===== config.mk =====
export PLATFORM = sky130hd
export DESIGN_NAME = edge_trigger
export DESIGN_NICKNAME = d
export VERILOG_FILES = /design/src/rtl/edge_trigger.sv
export SDC_FILE = /design/constraint.sdc
export NUM_CORES = 1
export LEC_CHECK = 0
export BUFFER_PORTS_ARGS = -buffer_cell sky130_fd_sc_hd__buf_2
export CORE_UTILIZATION = 40
export CTS_CLUSTER_DIAMETER = 100
export CTS_CLUSTER_SIZE = 8
export DETAILED_ROUTE_END_ITERATION = 12
export GPL_TIMING_DRIVEN = 0
export SYNTH_ARGS = -nofsm -noshare
export SYNTH_HDL_FRONTEND = slang
export SYNTH_SLANG_ARGS = --single-unit

===== constraint.sdc =====
create_clock -name clk -period 4.1 [get_ports clk]
set_clock_uncertainty 0.15 [all_clocks]
set_input_delay 0.41 -clock clk [delete_from_list [all_inputs] [get_ports clk]]
set_output_delay 0.41 -clock clk [all_outputs]
set_load 0.05 [all_outputs]

===== src/rtl/edge_trigger.sv =====
// ---------------------------------------------------------------------------
// edge_trigger
//   Front end of the acquisition path. Synchronises an asynchronous trigger
//   source, detects the selected edge, and fires a fixed-width registered
//   pulse. After each pulse an optional hold-off window ignores further
//   edges. Edges seen while the pulse or hold-off is active are dropped; they
//   do not extend the pulse and are not queued.
//
//   Optional feature macro: EDGE_TRIGGER_GLITCH_FILTER_EN
//     When defined, the synchronised level only changes after the new value
//     has been stable for FILTER_LEN consecutive cycles. This adds FILTER_LEN
//     cycles of latency. When undefined, the filter is absent and FILTER_LEN
//     has no effect.
//
// Parameters
//   SYNC_STAGES  synchroniser depth on signal_in (1..4)
//   EDGE_MODE    0 = rising, 1 = falling, 2 = both
//   PULSE_WIDTH  pulse_out high time in clk cycles (1..255)
//   HOLDOFF      dead cycles after a pulse ends (0..255)
//   FILTER_LEN   glitch-filter stability count (1..15, filter builds only)
//
// Ports
//   clk        in   system clock; all logic runs on its rising edge
//   reset      in   synchronous, active-high reset
//   signal_in  in   asynchronous trigger source
//   pulse_out  out  registered trigger pulse
// ---------------------------------------------------------------------------
module edge_trigger #(
    parameter int SYNC_STAGES = 2,
    parameter int EDGE_MODE   = 0,
    parameter int PULSE_WIDTH = 1,
    parameter int HOLDOFF     = 0,
    parameter int FILTER_LEN  = 3
) (
    input  logic clk,
    input  logic reset,
    input  logic signal_in,
    output logic pulse_out
);

`ifdef EDGE_TRIGGER_GLITCH_FILTER_EN
    localparam bit FILTER_EN = 1'b1;
`else
    localparam bit FILTER_EN = 1'b0;
`endif

    // Arming must outlast the time the reset-time input level needs to reach
    // the edge detector, otherwise that level would look like a fresh edge.
    localparam int ARM_CYCLES = SYNC_STAGES + 1 + (FILTER_EN ? FILTER_LEN : 0);
    localparam int ARM_W      = $clog2(ARM_CYCLES);
    localparam logic [ARM_W-1:0] ARM_LAST = ARM_W'(ARM_CYCLES - 1);

    localparam logic [7:0] WIDTH_LOAD = 8'(PULSE_WIDTH - 1);
    localparam logic [7:0] HOLD_LOAD  = 8'((HOLDOFF > 0) ? (HOLDOFF - 1) : 0);

    localparam logic [1:0] ST_IDLE  = 2'd0;
    localparam logic [1:0] ST_PULSE = 2'd1;
    localparam logic [1:0] ST_HOLD  = 2'd2;

    // ---------------- synchroniser ----------------
    logic [SYNC_STAGES-1:0] sync_q;
    logic [SYNC_STAGES-1:0] sync_d;

    assign sync_d[0] = signal_in;
    generate
        for (genvar gi = 1; gi < SYNC_STAGES; gi++) begin : g_sync
            assign sync_d[gi] = sync_q[gi-1];
        end
    endgenerate

    always_ff @(posedge clk) begin
        if (reset) begin
            sync_q <= '0;
        end else begin
            sync_q <= sync_d;
        end
    end

    // Level seen by the edge detector (filtered or raw synchronised level).
    logic det_lvl;

`ifdef EDGE_TRIGGER_GLITCH_FILTER_EN
    logic       flt_lvl_q;
    logic       flt_lvl_d;
    logic [3:0] flt_cnt_q;
    logic [3:0] flt_cnt_d;

    // Count consecutive samples that disagree with the current filtered
    // level; any agreeing sample restarts the count.
    always_comb begin
        flt_lvl_d = flt_lvl_q;
        flt_cnt_d = '0;
        if (sync_q[SYNC_STAGES-1] != flt_lvl_q) begin
            if (flt_cnt_q == 4'(FILTER_LEN - 1)) begin
                flt_lvl_d = sync_q[SYNC_STAGES-1];
            end else begin
                flt_cnt_d = flt_cnt_q + 4'd1;
            end
        end
    end

    always_ff @(posedge clk) begin
        if (reset) begin
            flt_lvl_q <= 1'b0;
            flt_cnt_q <= '0;
        end else begin
            flt_lvl_q <= flt_lvl_d;
            flt_cnt_q <= flt_cnt_d;
        end
    end

    assign det_lvl = flt_lvl_q;
`else
    assign det_lvl = sync_q[SYNC_STAGES-1];
`endif

    // ---------------- edge detect and arming ----------------
    logic             prev_q;
    logic [ARM_W-1:0] arm_cnt_q;
    logic [ARM_W-1:0] arm_cnt_d;
    logic             armed_q;
    logic             armed_d;
    logic             rise;
    logic             fall;
    logic             edge_sel;
    logic             edge_hit;

    assign rise = det_lvl & ~prev_q;
    assign fall = ~det_lvl & prev_q;

    always_comb begin
        if (EDGE_MODE == 0) begin
            edge_sel = rise;
        end else if (EDGE_MODE == 1) begin
            edge_sel = fall;
        end else begin
            edge_sel = rise | fall;
        end
    end

    assign edge_hit = armed_q & edge_sel;

    always_comb begin
        arm_cnt_d = arm_cnt_q;
        armed_d   = armed_q;
        if (!armed_q) begin
            if (arm_cnt_q == ARM_LAST) begin
                armed_d = 1'b1;
            end else begin
                arm_cnt_d = arm_cnt_q + ARM_W'(1);
            end
        end
    end

    // ---------------- pulse / hold-off FSM ----------------
    logic [1:0] state_q;
    logic [1:0] state_d;
    logic [7:0] cnt_q;
    logic [7:0] cnt_d;
    logic       pulse_q;
    logic       pulse_d;

    always_comb begin
        state_d = state_q;
        cnt_d   = cnt_q;
        pulse_d = pulse_q;
        case (state_q)
            ST_IDLE: begin
                if (edge_hit) begin
                    state_d = ST_PULSE;
                    cnt_d   = WIDTH_LOAD;
                    pulse_d = 1'b1;
                end
            end
            ST_PULSE: begin
                if (cnt_q == 8'd0) begin
                    pulse_d = 1'b0;
                    if (HOLDOFF > 0) begin
                        state_d = ST_HOLD;
                        cnt_d   = HOLD_LOAD;
                    end else begin
                        state_d = ST_IDLE;
                    end
                end else begin
                    cnt_d = cnt_q - 8'd1;
                end
            end
            ST_HOLD: begin
                if (cnt_q == 8'd0) begin
                    state_d = ST_IDLE;
                end else begin
                    cnt_d = cnt_q - 8'd1;
                end
            end
            default: begin
                state_d = ST_IDLE;
                pulse_d = 1'b0;
            end
        endcase
    end

    always_ff @(posedge clk) begin
        if (reset) begin
            prev_q    <= 1'b0;
            arm_cnt_q <= '0;
            armed_q   <= 1'b0;
            state_q   <= ST_IDLE;
            cnt_q     <= '0;
            pulse_q   <= 1'b0;
        end else begin
            prev_q    <= det_lvl;
            arm_cnt_q <= arm_cnt_d;
            armed_q   <= armed_d;
            state_q   <= state_d;
            cnt_q     <= cnt_d;
            pulse_q   <= pulse_d;
        end
    end

    assign pulse_out = pulse_q;

endmodule


== Word level (Yosys, flattened, before mapping) ==
Cells that the tools add are included.
Cells by class
  add/subtract/negate cells: 2
  reductions and logical operators: 8
  multiplexer cells: 11
  bitwise logic cells: 6
  eq/ne operators: 7
Operators with widths (count)
  two-way mux 8 bit: 2
  case mux 8 bit (2 select lines): 1
  zero test 8 bit: 1
  subtractor 8 x 1 -> 8 bit (second input constant): 1
  inequality test 2 bit (second input constant): 3
  AND reduction 3 bit: 2
  == test 2 bit (second input constant): 2
  two-way mux 1 bit: 4
  two-way mux 2 bit: 2
  NOT 1 bit: 4
  case mux 2 bit (2 select lines): 1
  AND reduction 2 bit: 2
  case mux 1 bit (3 select lines): 1
  adder 2 x 1 -> 2 bit (second input constant): 1
  AND 1 bit: 2
  == test 2 x 1 -> 1 bit (second input constant): 1
  zero test 2 bit: 1
  inequality test 2 x 1 -> 1 bit (second input constant): 1
  nonzero test 2 bit: 1
  OR reduction 2 bit: 1
Storage, ports and cells
  input bits: 3
  logic and storage cells: 41
  output and inout port bits: 1
  flip-flop bits (word level): 17

== Depth between registers and ports, before layout ==
  word-level depth: 5
  gate-level depth with buffers: 5
  mapped depth without buffers: 5

== Worst setup path before layout ==
OpenSTA, ideal clock, no wires.
  path type: register to register
  from: register, netlist name pulse_out
  to: register cnt_q[5]
  clock period less this slack: 1.950 ns
  library setup time: 0.070 ns
  slack: 2.150 ns
  arrival time: 1.730 ns
  cell stages (with the launch flop): 4
  data required time: 3.880 ns
  buffers on the path: 0
  cell sequence: dfxtp_1 -> or3b_2 -> or4_1 -> a21oi_1
RTL lines
  to (signal assigned): line 215  | cnt_q <= cnt_d;
  to (decl): line 158  | logic [7:0] cnt_q;

== Worst setup path after layout ==
  from: register cnt_q[2]
  to: register cnt_q[6]
Between the ends
  longest elaborated chain between the ends: 3
  elaborated cells between the ends (all ways): 6
  those cells by class: 1 x add/sub; 1 x eq/ne; 2 x mux; 2 x reduce/logical
Ends and longest elaborated chain
  subtractor 8 x 1 -> 8 bit / zero test 8 bit (equally long branches)
  two-way mux 8 bit / inequality test 2 bit (equally long branches)
  case mux 8 bit (2 select lines) / AND reduction 3 bit (equally long branches)
Several ways; a longest one is shown, not always the timed one. The select of a mux whose other input is x is not followed.
A chain may end at the register's enable or synchronous reset.

==> impl_metrics.json <==
{
  "fill_cells": 158,
  "clk_latency_ps": 290,
  "ios": 4,
  "power.density_nw_per_um2": 390.4,
  "cts_made_buffers": 3,
  "relSlewSlack_pct": 65.45,
  "fin_ws_ps": 2358,
  "wl_mm": 1.180,
  "ys_seq_area_share_pct": 43.48,
  "clockBufferDepth": 2,
  "wire_per_inst_um": 12.69,
  "place_congestion": 0.7490,
  "core_sq_um": 1559,
  "final_cell_mix": "dfxtp_1, inv_1, nand3b_1, mux2i_1",
  "post_cts_resize_count": 0,
  "area_growth_pct": 9.058,
  "drv_cap": 0,
  "yosysUniqueCellTypes": 28,
  "rrSetupSlack_ps": 2360,
  "synth_top_area_share_pct": 43.48,
  "hold_viol_final": 0,
  "grt_pass1_vias": 508,
  "grt.total_usage_pct": 15.34,
  "setup_viol": 0,
  "leakage_nw": 0.2842,
  "io_buffers": 3,
  "max_freq_mhz": 574.1,
  "dieArea_sq_um": 1897,
  "final_nets": 83,
  "preCtsSetupSlack_ps": 2401,
  "finalNonFillerCells": 93,
  "layout_min_cycle_time_ps": 1742,
  "synthTopCellsByArea": "dfxtp_1, mux2i_1, nand3b_1, or3b_2, ha_1",
  "clock-sinks": 15,
  "num_vias": 523,
  "dp_cells": 89,
  "synthCells": 70,
  "critical_path_class": "flop to flop",
  "yosysTopAreaCell": "dfxtp_1",
  "h-tree-depth": 1,
  "start_util_pct": 44.30,
  "root_buffer": "clkbuf_4",
  "cp_max_fo": 7,
  "cts_setup_buffers": 0,
  "die-width_um": 43.56,
  "register_area_sq_um": 300.3,
  "tns_ps": 0,
  "multiInputGateArea_sq_um": 356.6,
  "cp.arrival_ps": 1820,
  "grt_pass1_wl_mm": 2.056,
  "rsz0062_at_grt": "false",
  "drtIter0Drc": 3,
  "synth_area_per_cell_sq_um": 9.867,
  "drive_above_1_share_pct": 22.08,
  "drt_first_pass_iters": 6,
  "worstPathRequired_ps": 4180,
  "min_delay_path_depth": 2,
  "syn_area_sq_um": 690.7,
  "hpwl_um": 779,
  "rows": 14,
  "antenna_found_initial": 0,
  "ir_drop_mv": 0.2109,
  "drt-vias-per-instance": 5.624,
  "slew_viol_final": 0,
  "postRouteAntennaNets": 0,
  "drc": 0,
  "r2r_cells": 3,
  "worstHoldPathType": "primary input to flop",
  "grt_start_max_net_pins": 11,
  "hold_ws_ps": 176.7,
  "cts_tree": "built",
  "postCtsHoldBufs": 0,
  "yosys_warnings": 0,
  "final_area_sq_um": 753.2,
  "layout_commonest_cell": "dfxtp_1",
  "synth_seq_cells": 15,
  "start_kind": "flop",
  "outcome": "completed",
  "grt_overflow": 0,
  "endpoint_kind": "flop",
  "syn_nets": 75,
  "place_area_sq_um": 725.7,
  "die_y_um": 43.56,
  "finalCritPeriodShare_pct": 42.48,
  "antennaDiodeCount": 0,
  "path_clk_slew_ps": 90,
  "worstMarginPinSlew_ps": 517.2
}
path summary, 6_finish.rpt:
| check | from | to |
|---|---|---|
| setup / recovery | cnt_q[2] | cnt_q[6] |
| hold / removal | signal_in | sync_q[0] |
| setup reg to reg | cnt_q[2] | cnt_q[6] |
| hold reg to reg | sync_q[0] | sync_q[1] |
registers in the layout, summed over array words and instances, names as in the netlist:
signal	cells
arm_cnt_q	2
sync_q	2
pulse_out	1
cnt_q	8
prev_q	1
armed_q	1
per-stage QoR:
step           util (%)  power, mW
6_report          48.31     0.2941
5_1_grt           48.31     0.3143
4_1_cts           48.31     0.2983
3_5_place_dp      46.55     0.2117
3_3_place_gp      46.55     0.2102
2_1_floorplan         -     0.2030
layout make-up:
class | count | area share [%]
multi-input cells | 48 | 47.34
flip-flops and latches | 15 | 39.87
clock buffers | 3 | 2.990
well taps | 16 | 2.658
inverters | 5 | 2.492
repair buffers | 3 | 1.993
plain buffers | 2 | 1.993
clock inverters | 1 | 0.6645
per-layer routing:
metal / GRT usage (%) / share of wire (%) / up-vias
met5: 0 / 0 / -
met1: 15.13 / 48 / 245
met4: 8.125 / 1.4 / 0
met3: 8.333 / 4.9 / 4
li1: - / - / 266
met2: 25.67 / 46 / 8
kinds of logic after synthesis:
| family | synth area share, % |
|---|---|
| AOI/OAI and AO/OA | 11.59 |
| and+or+nand+nor | 27.90 |
| xor gates and xnor gates | 1.268 |
| adders and majority gates | 3.623 |
| buffers and inverters | 4.891 |
| muxes | 7.247 |
| DFF | 43.48 |
power breakdown:
part	switching (mW)	internal [mW]	total [mW]
Combinational	0.0222	0.0208	0.0430
Sequential	0.00623	0.158	0.165
Clock	0.0503	0.0363	0.0866
worst max-delay path: stages, from the launching register on:
cell and delay (ps):
dfxtp_1 370, or4_4 550, or4_4 500, a21oi_2 120
synth_stat cells, drive strengths merged:
cell type / n
nor2: 4
or3: 2
clkbuf: 1
a211o: 1
a211oi: 2
or4: 3
a21bo: 1
or3b: 3
o31ai: 1
dfxtp: 15
xnor2: 1
o21ai: 2
nor2b: 3
nor3b: 1
or2: 2
inv: 5
ha: 2
nand2: 1
mux2i: 5
nand2b: 1
nor4: 1
a21oi: 5
nor3: 1
nand4bb: 1
buf: 1
nand3b: 5
Power figures use the tool's default switching activity.
